**config.mk**
```make
export PLATFORM = sky130hd
export DESIGN_NAME = glenn_sched_timer
export DESIGN_NICKNAME = d
export VERILOG_FILES = /design/src/rtl/glenn_timer_pkg.sv /design/src/rtl/glenn_mod_counter.sv /design/src/rtl/glenn_sched_timer.sv
export SDC_FILE = /design/constraint.sdc
export NUM_CORES = 1
export LEC_CHECK = 0
export BUFFER_PORTS_ARGS = -buffer_cell sky130_fd_sc_hd__buf_2
export CORE_MARGIN = 5
export CORE_UTILIZATION = 40
export DETAILED_ROUTE_END_ITERATION = 8
export GPL_ROUTABILITY_DRIVEN = 0
export HOLD_SLACK_MARGIN = 0.05
export PLACE_DENSITY = 0.63
export SLEW_MARGIN = 10
export SYNTH_ARGS = -nofsm -noshare
export SYNTH_HDL_FRONTEND = slang
export SYNTH_SLANG_ARGS = --single-unit
```
**constraint.sdc**
```tcl
create_clock -name in_Clk -period 2.85 [get_ports in_Clk]
set_input_delay 0.285 -clock in_Clk [delete_from_list [all_inputs] [get_ports in_Clk]]
set_output_delay 0.285 -clock in_Clk [all_outputs]
set_load 0.005 [all_outputs]
```
**src/rtl/glenn_timer_pkg.sv**
```systemverilog
// Shared constants for the record/transmit scheduler.
// Prescaler width is derived per instance from CLK_PER_SEC via pre_w().
package glenn_timer_pkg;

    localparam int DEF_REC_PERIOD_C = 60;
    localparam int DEF_TX_COUNT_C   = 5;

    // A 1 Hz clock still gets a 1-bit prescaler so the datapath shape never changes.
    function automatic int pre_w(input int clk_per_sec);
        return (clk_per_sec > 1) ? $clog2(clk_per_sec) : 1;
    endfunction

endpackage

```
**src/rtl/glenn_mod_counter.sv**
```systemverilog
// Modulo counter 0..in_Term with enable and synchronous clear.
// out_Wrap flags the enabled cycle in which the count rolls back to 0.
module glenn_mod_counter #(
    parameter int W = 8
) (
    input  logic         in_Clk,
    input  logic         in_Rst_n,
    input  logic         in_En,
    input  logic         in_Clr,
    input  logic [W-1:0] in_Term,
    output logic [W-1:0] out_Count,
    output logic         out_Wrap
);

    assign out_Wrap = in_En && (out_Count == in_Term);

    always_ff @(posedge in_Clk) begin
        if (!in_Rst_n)
            out_Count <= '0;
        else if (in_Clr)
            out_Count <= '0;
        else if (in_En)
            out_Count <= (out_Count == in_Term) ? '0 : out_Count + 1'b1;
    end

endmodule

```
**src/rtl/glenn_sched_timer.sv**
```systemverilog
// Record/transmit scheduler: prescaler -> seconds -> records chain,
// with runtime-loadable periods and a pending/ack handshake to the transmitter.
module glenn_sched_timer
    import glenn_timer_pkg::*;
#(
    parameter int CLK_PER_SEC    = 1,
    parameter int SEC_W          = 8,
    parameter int REC_W          = 4,
    parameter int DEF_REC_PERIOD = DEF_REC_PERIOD_C,
    parameter int DEF_TX_COUNT   = DEF_TX_COUNT_C
) (
    input  logic             in_Clk,
    input  logic             in_Rst_n,
    input  logic             in_Enable,
    input  logic             in_Clear,
    input  logic             in_Load,
    input  logic [SEC_W-1:0] in_RecPeriod,
    input  logic [REC_W-1:0] in_TxCount,
    input  logic             in_TxAck,
    output logic             out_RecordPulse,
    output logic             out_TxPulse,
    output logic             out_TxPending,
    output logic             out_TxOverrun,
    output logic             out_CfgErr,
    output logic [SEC_W-1:0] out_SecCount,
    output logic [REC_W-1:0] out_RecCount
);

    localparam int               PRE_W    = pre_w(CLK_PER_SEC);
    localparam logic [PRE_W-1:0] PRE_TERM = PRE_W'(CLK_PER_SEC - 1);

    logic [SEC_W-1:0] rec_period;
    logic [REC_W-1:0] tx_count;
    logic [PRE_W-1:0] pre_count;
    logic             tick, rec_evt, tx_evt;
    logic             load_ok, restart, flag_clr;

    assign load_ok  = in_Load && (in_RecPeriod != '0) && (in_TxCount != '0);
    assign restart  = load_ok || in_Clear;
    // A valid load restarts counting but must not drop an outstanding transmit.
    assign flag_clr = in_Clear && !load_ok;

    glenn_mod_counter #(.W(PRE_W)) u_pre (
        .in_Clk(in_Clk), .in_Rst_n(in_Rst_n), .in_En(in_Enable), .in_Clr(restart),
        .in_Term(PRE_TERM), .out_Count(pre_count), .out_Wrap(tick)
    );

    glenn_mod_counter #(.W(SEC_W)) u_sec (
        .in_Clk(in_Clk), .in_Rst_n(in_Rst_n), .in_En(tick), .in_Clr(restart),
        .in_Term(rec_period - 1'b1), .out_Count(out_SecCount), .out_Wrap(rec_evt)
    );

    glenn_mod_counter #(.W(REC_W)) u_rec (
        .in_Clk(in_Clk), .in_Rst_n(in_Rst_n), .in_En(rec_evt), .in_Clr(restart),
        .in_Term(tx_count - 1'b1), .out_Count(out_RecCount), .out_Wrap(tx_evt)
    );

    always_ff @(posedge in_Clk) begin
        if (!in_Rst_n) begin
            rec_period      <= SEC_W'(DEF_REC_PERIOD);
            tx_count        <= REC_W'(DEF_TX_COUNT);
            out_RecordPulse <= 1'b0;
            out_TxPulse     <= 1'b0;
            out_TxPending   <= 1'b0;
            out_TxOverrun   <= 1'b0;
            out_CfgErr      <= 1'b0;
        end else begin
            if (load_ok) begin
                rec_period <= in_RecPeriod;
                tx_count   <= in_TxCount;
            end
            out_CfgErr      <= in_Load && !load_ok;
            out_RecordPulse <= rec_evt && !restart;
            out_TxPulse     <= tx_evt && !restart;

            if (flag_clr) begin
                out_TxPending <= 1'b0;
                out_TxOverrun <= 1'b0;
            end else if (tx_evt && !restart) begin
                // An ack arriving with the new event counts as servicing the old one.
                out_TxPending <= 1'b1;
                if (out_TxPending && !in_TxAck)
                    out_TxOverrun <= 1'b1;
            end else if (in_TxAck) begin
                out_TxPending <= 1'b0;
            end
        end
    end

endmodule

```
* Yosys cells after proc, flatten, opt, wreduce, memory -nomap -nowiden
Index checks and enable logic that the tools add are counted.
Word-level totals: register bits after elaboration 30, input port bits 18, output and inout port bits 17, word-level logic and storage cells 44
Cells by class: add/subtract/negate cells 5, eq/ne operators 2, mux-type cells 5, bitwise gates (word level) 2, reduce and logical (&&, ||, !) cells 20
Operators with widths (number):
- $logic_and 1x1->1 | 10
- $add 8x1->8 const B | 1
- $eq 8x8->1 | 1
- $mux 8 | 1
- $reduce_bool 8->1 | 1
- $sub 8x1->8 const B | 1
- $add 4x1->4 const B | 1
- $eq 4x4->1 | 1
- $mux 4 | 1
- $reduce_bool 4->1 | 1
- $reduce_or 2->1 | 2
- $sub 4x1->4 const B | 1
- $logic_not 1->1 | 3
- $mux 1 | 3
- $not 1->1 | 2
- $reduce_and 2->1 | 1
- $reduce_bool 2->1 | 1
- $add 1x1->1 const B | 1
- $logic_or 1x1->1 | 1

* Logic depth before layout (Yosys ltp)
word-level depth 7, gate-level depth with buffers 11, mapped depth without buffers 8

* Modules after synthesis
Synthesis repeated with hierarchy kept, for this count alone.
Unflattened totals: cells, all modules 179, area total of the unflattened synthesis 1685.4 µm²
Modules (own cells, without submodules):
- glenn_sched_timer | instances 1, cells an instance 99, area each 924.6 µm², sequential area each 340.3 µm²
- glenn_mod_counter at u_sec | instances 1, cells an instance 49, area each 445.4 µm², sequential area each 160.2 µm²
- glenn_mod_counter at u_rec | instances 1, cells an instance 25, area each 249.0 µm², sequential area each 80.1 µm²
- glenn_mod_counter at u_pre | instances 1, cells an instance 6, area each 66.3 µm², sequential area each 20.0 µm²

* Worst setup path before layout
OpenSTA, ideal clock, no wires.
path kind reg-to-reg, start point register rec_period[0], end point register u_rec.out_Count[2], library setup time 0.134 ns, data arrival time 1.969 ns, data required time 2.716 ns, setup slack 0.747 ns, cell stages (with the launch flop) 12, path buffers 3, period minus slack after synthesis 2.103 ns, cells stage by stage dfxtp_1 -> inv_1 -> ha_1 -> buf_2 -> xor2_1 -> xnor2_1 -> a32oi_2 -> nor4_4 -> and3_1 -> buf_6 -> buf_12 -> o31ai_2
On the way: cells in the longest elaborated chain, start to end 3
Ends and longest elaborated chain:
- start, declared | line glenn_sched_timer.sv:32 | logic [SEC_W-1:0] rec_period;
- start signal, assigned | line glenn_sched_timer.sv:60 | rec_period <= SEC_W'(DEF_REC_PERIOD);
- start signal, assigned | line glenn_sched_timer.sv:69 | rec_period <= in_RecPeriod;
- $sub 8x1->8 | line glenn_sched_timer.sv:50 | .in_Term(rec_period - 1'b1), .out_Count(out_SecCount), .out_Wrap(rec_evt)
- $eq 8x8->1 | line glenn_mod_counter.sv:15 | assign out_Wrap = in_En && (out_Count == in_Term);
- $logic_and 1x1->1 | line glenn_mod_counter.sv:15
- end signal, assigned | line glenn_mod_counter.sv:23 | out_Count <= (out_Count == in_Term) ? '0 : out_Count + 1'b1;
- end, declared | line glenn_mod_counter.sv:11 | output logic [W-1:0] out_Count,
Every way passes these cells. A chain may end at the register's enable or synchronous reset.

* Final worst setup path
start point register rec_period[0], end point register u_sec.out_Count[0]
On the way: cells in the longest elaborated chain, start to end 3
Ends and longest elaborated chain (line):
- $sub 8x1->8 | glenn_sched_timer.sv:50
- $eq 8x8->1 | glenn_mod_counter.sv:23
- $mux 8 | glenn_mod_counter.sv:23
- end signal, assigned | glenn_mod_counter.sv:23
- end, declared | glenn_mod_counter.sv:11
Every way passes these cells.

==> metrics.yaml <==
run_status:
  status: "finished, final reports clean"
worst_hold_path:
  hp-class: "primary input to flop"
  whs_path_depth: 2
pwr:
  clockPowerShare: 0.409
  peakVddDrop_mv: 0.2607
  switchingPower_uw: 232.4
  p_int_uw: 681.2
  comb_power_share: 0.118
  power.total_uw: 913.6
  pwr-share-seq: 0.474
  power_density_mw_per_mm2: 469.9
  swShare: 0.2544
  power.leakage_uw: 0.0008159
clock_tree:
  cts_buffer_depth: 2
  cts_setup_buffers: 0
  root_buffer: "clkbuf_8"
  numClockSinks: 29
  clkTransAtPathRegs_ns: 0.07
  insertion_delay_ns: 0.28
  ctsResizeCount: 0
  numCtsBuffers: 5
  htree_num_levels: 2
  hold_buffers: 0
  cts_tree: "done"
grt:
  grt_max_degree: 18
  grt_pass1_wl_um: 6127
  grt_pass1_vias: 1354
  grt.total_usage: 0.1433
  antenna_found_initial: 0
  globalRouteOverflowTotal: 0
placed_design:
  placed_cell_area_mm2: 0.001843
  dp_cells: 258
  portBuffers: 34
  dp_hpwl_um: 2785
floorplanning:
  chipWidth_um: 74.33
  num_rows: 23
  io_pins: 35
  dieArea_mm2: 0.005525
  coreArea_mm2: 0.004000
  initial_core_util: 0.4138
  dieHeight_um: 74.33
timing:
  setup_tns_ns: 0
  worst_slew_pin_slew_ns: 1.100
  fin_skew_ns: 0.01126
  rsz0062_at_grt: "false"
  min_period_ns: 2.487
  hold_violations: 0
  fin_crit_sh: 0.8727
  drv_slew: 0
  setup_viol: 0
  clock.fmax_mhz: 402.1
  relSlewSlack: 0.2650
detailed_routing:
  wire_per_inst_um: 13.72
  wl_um: 3649
  vias: 1381
  via_per_inst: 5.192
  ant_nets: 0
  drt-pass1-iter-count: 4
  drc_errors: 0
  drt_iter0_drc: 48
critical_path:
  cp-end-kind: "flop"
  critPathKind: "flop to flop"
  cp_max_fo: 8
  crit_required_ns: 3.01
  cpMaxStageDelayCell: "and3_1"
  cp_cell_sequence: "inv_1, ha_1, xor2_1, xnor2_1, a32oi_2, nor4_4, and3_1, buf_4, nor3_2"
  path_depth: 9
  path_buf_inv: 2
  max_stage_delay_ns: 0.43
  crit_family: "simple AND/OR/NAND/NOR gates"
  worstPathArrival_ns: 2.65
  crit_path_start_kind: "flop"
  reg2reg_depth: 9
cells_and_area:
  stdcell_count: 266
  nets: 237
  finalInstanceArea_mm2: 0.001944
  diodes: 0
  areaGrowthSynthToFinish_pct: 17.46
  drive_gt1_frac: 0.2963
  nFillCells: 401
synth:
  ys_warn_count: 0
  synth_top_area_frac: 0.3507
  syn-num-nets: 203
  synth_most_common_cell: "dfxtp_1"
  postSynthCellCount: 181
  synth_common_cells: "dfxtp_1, nor2_1, nand2_1, xor2_1, xnor2_1"
  ys_top_cells_by_area: "dfxtp_1, xor2_1, xnor2_1, nor3_2, nor2_1"
  synthFlopType: "dfxtp_1"
  ys_seq_area_frac: 0.3507
  synth-async-reset-ratio: 0
  avgSynthCellArea_um2: 9.146
  ys_seq_elements: 29
  synth_top_cell_by_area: "dfxtp_1"
  syn-cell-area_mm2: 0.001655
  synth-edff-count: 0
  synth_cell_type_count: 49
run:
  maxCapViolCount: 0
-- state kept, by name (all words and copies together) (netlist names) --
name             count
rec_period           8
out_TxPulse          1
out_TxPending        1
out_TxOverrun        1
u_sec.out_Count      8
u_rec.out_Count      4
out_RecordPulse      1
tx_count             4
out_CfgErr           1
-- power groups by stage --
stage / Sequential [uW] / Combinational (uW) / Clock, uW
floorplan: 438 / 76.9 / 0
global placement: 442 / 106 / 0
detailed placement: 442 / 107 / 0
CTS: 433 / 108 / 385
global route: 434 / 120 / 402
finish: 433 / 107 / 373
-- final timing paths --
path	start	slack (ns)	end
hold reg to reg	tx_count[3]	0.52	tx_count[3]
setup / recovery	rec_period[0]	0.36	u_sec.out_Count[0]
hold / removal	in_Rst_n	0.23	rec_period[2]
setup reg to reg	rec_period[0]	0.36	u_sec.out_Count[0]
-- cell families (layout without fill, tap and decap cells) --
| kind of cell | Yosys count | count (layout) | share of synthesized area |
|---|---|---|---|
| compound gates | 30 | 30 | 0.1429 |
| xor+xnor | 23 | 23 | 0.1217 |
| fa+ha+maj | 4 | 4 | 0.03024 |
| buf+inv | 18 | 53 | 0.05668 |
| flops | 29 | 29 | 0.3507 |
| mux | 3 | 3 | 0.01814 |
| simple gates | 74 | 74 | 0.2797 |
-- stage by stage --
step	hold slack [ns]	util	worst slack (ns)
global placement	0.5167	0.4607	0.4133
finish	0.2315	0.4861	0.3628
floorplan	0.3568	-	0.7469
global route	0.2338	0.4861	0.1586
CTS	0.2238	0.4861	0.3579
detailed placement	0.5136	0.4607	0.3906
-- routing by layer --
metal | part of all wire | track usage | vias to the layer above | wire length, um
met1 | 0.46 | 0.1785 | 638 | 1679
met4 | 0.012 | 0.04150 | 0 | 44
met5 | 0 | 0 | - | 0
met2 | 0.49 | 0.2441 | 25 | 1791
met3 | 0.037 | 0.03784 | 4 | 134
li1 | - | - | 714 | -
-- layout make-up --
type | count | area, um2 | area share
Clock inverter | 1 | 5.005 | 0.002574
Sequential cell | 29 | 580.6 | 0.2986
Multi-Input combinational cell | 134 | 980.9 | 0.5045
Inverter | 9 | 33.78 | 0.01737
Timing Repair Buffer | 36 | 185.2 | 0.09524
Clock buffer | 7 | 96.34 | 0.04955
Tap cell | 50 | 62.56 | 0.03218
-- layout by cell type (no fill, tap or decap), types with 7 or more instances in the layout --
| cell | n |
|---|---|
| nor3_2 | 7 |
| inv_1 | 8 |
| dfxtp_1 | 29 |
| nor2_1 | 18 |
| xnor2_1 | 11 |
| xor2_1 | 12 |
| a21oi_1 | 8 |
| buf_2 | 34 |
| nand2_1 | 12 |
| clkbuf_8 | 7 |
-- worst reg2reg max path, stage by stage, from the launching register on --
cell	delay (ns)
dfxtp_1	0.41
inv_1	0.08
ha_1	0.31
xor2_1	0.19
xnor2_1	0.19
a32oi_2	0.09
nor4_4	0.35
and3_1	0.43
buf_4	0.25
nor3_2	0.06
(Power assumes the default switching activity.)
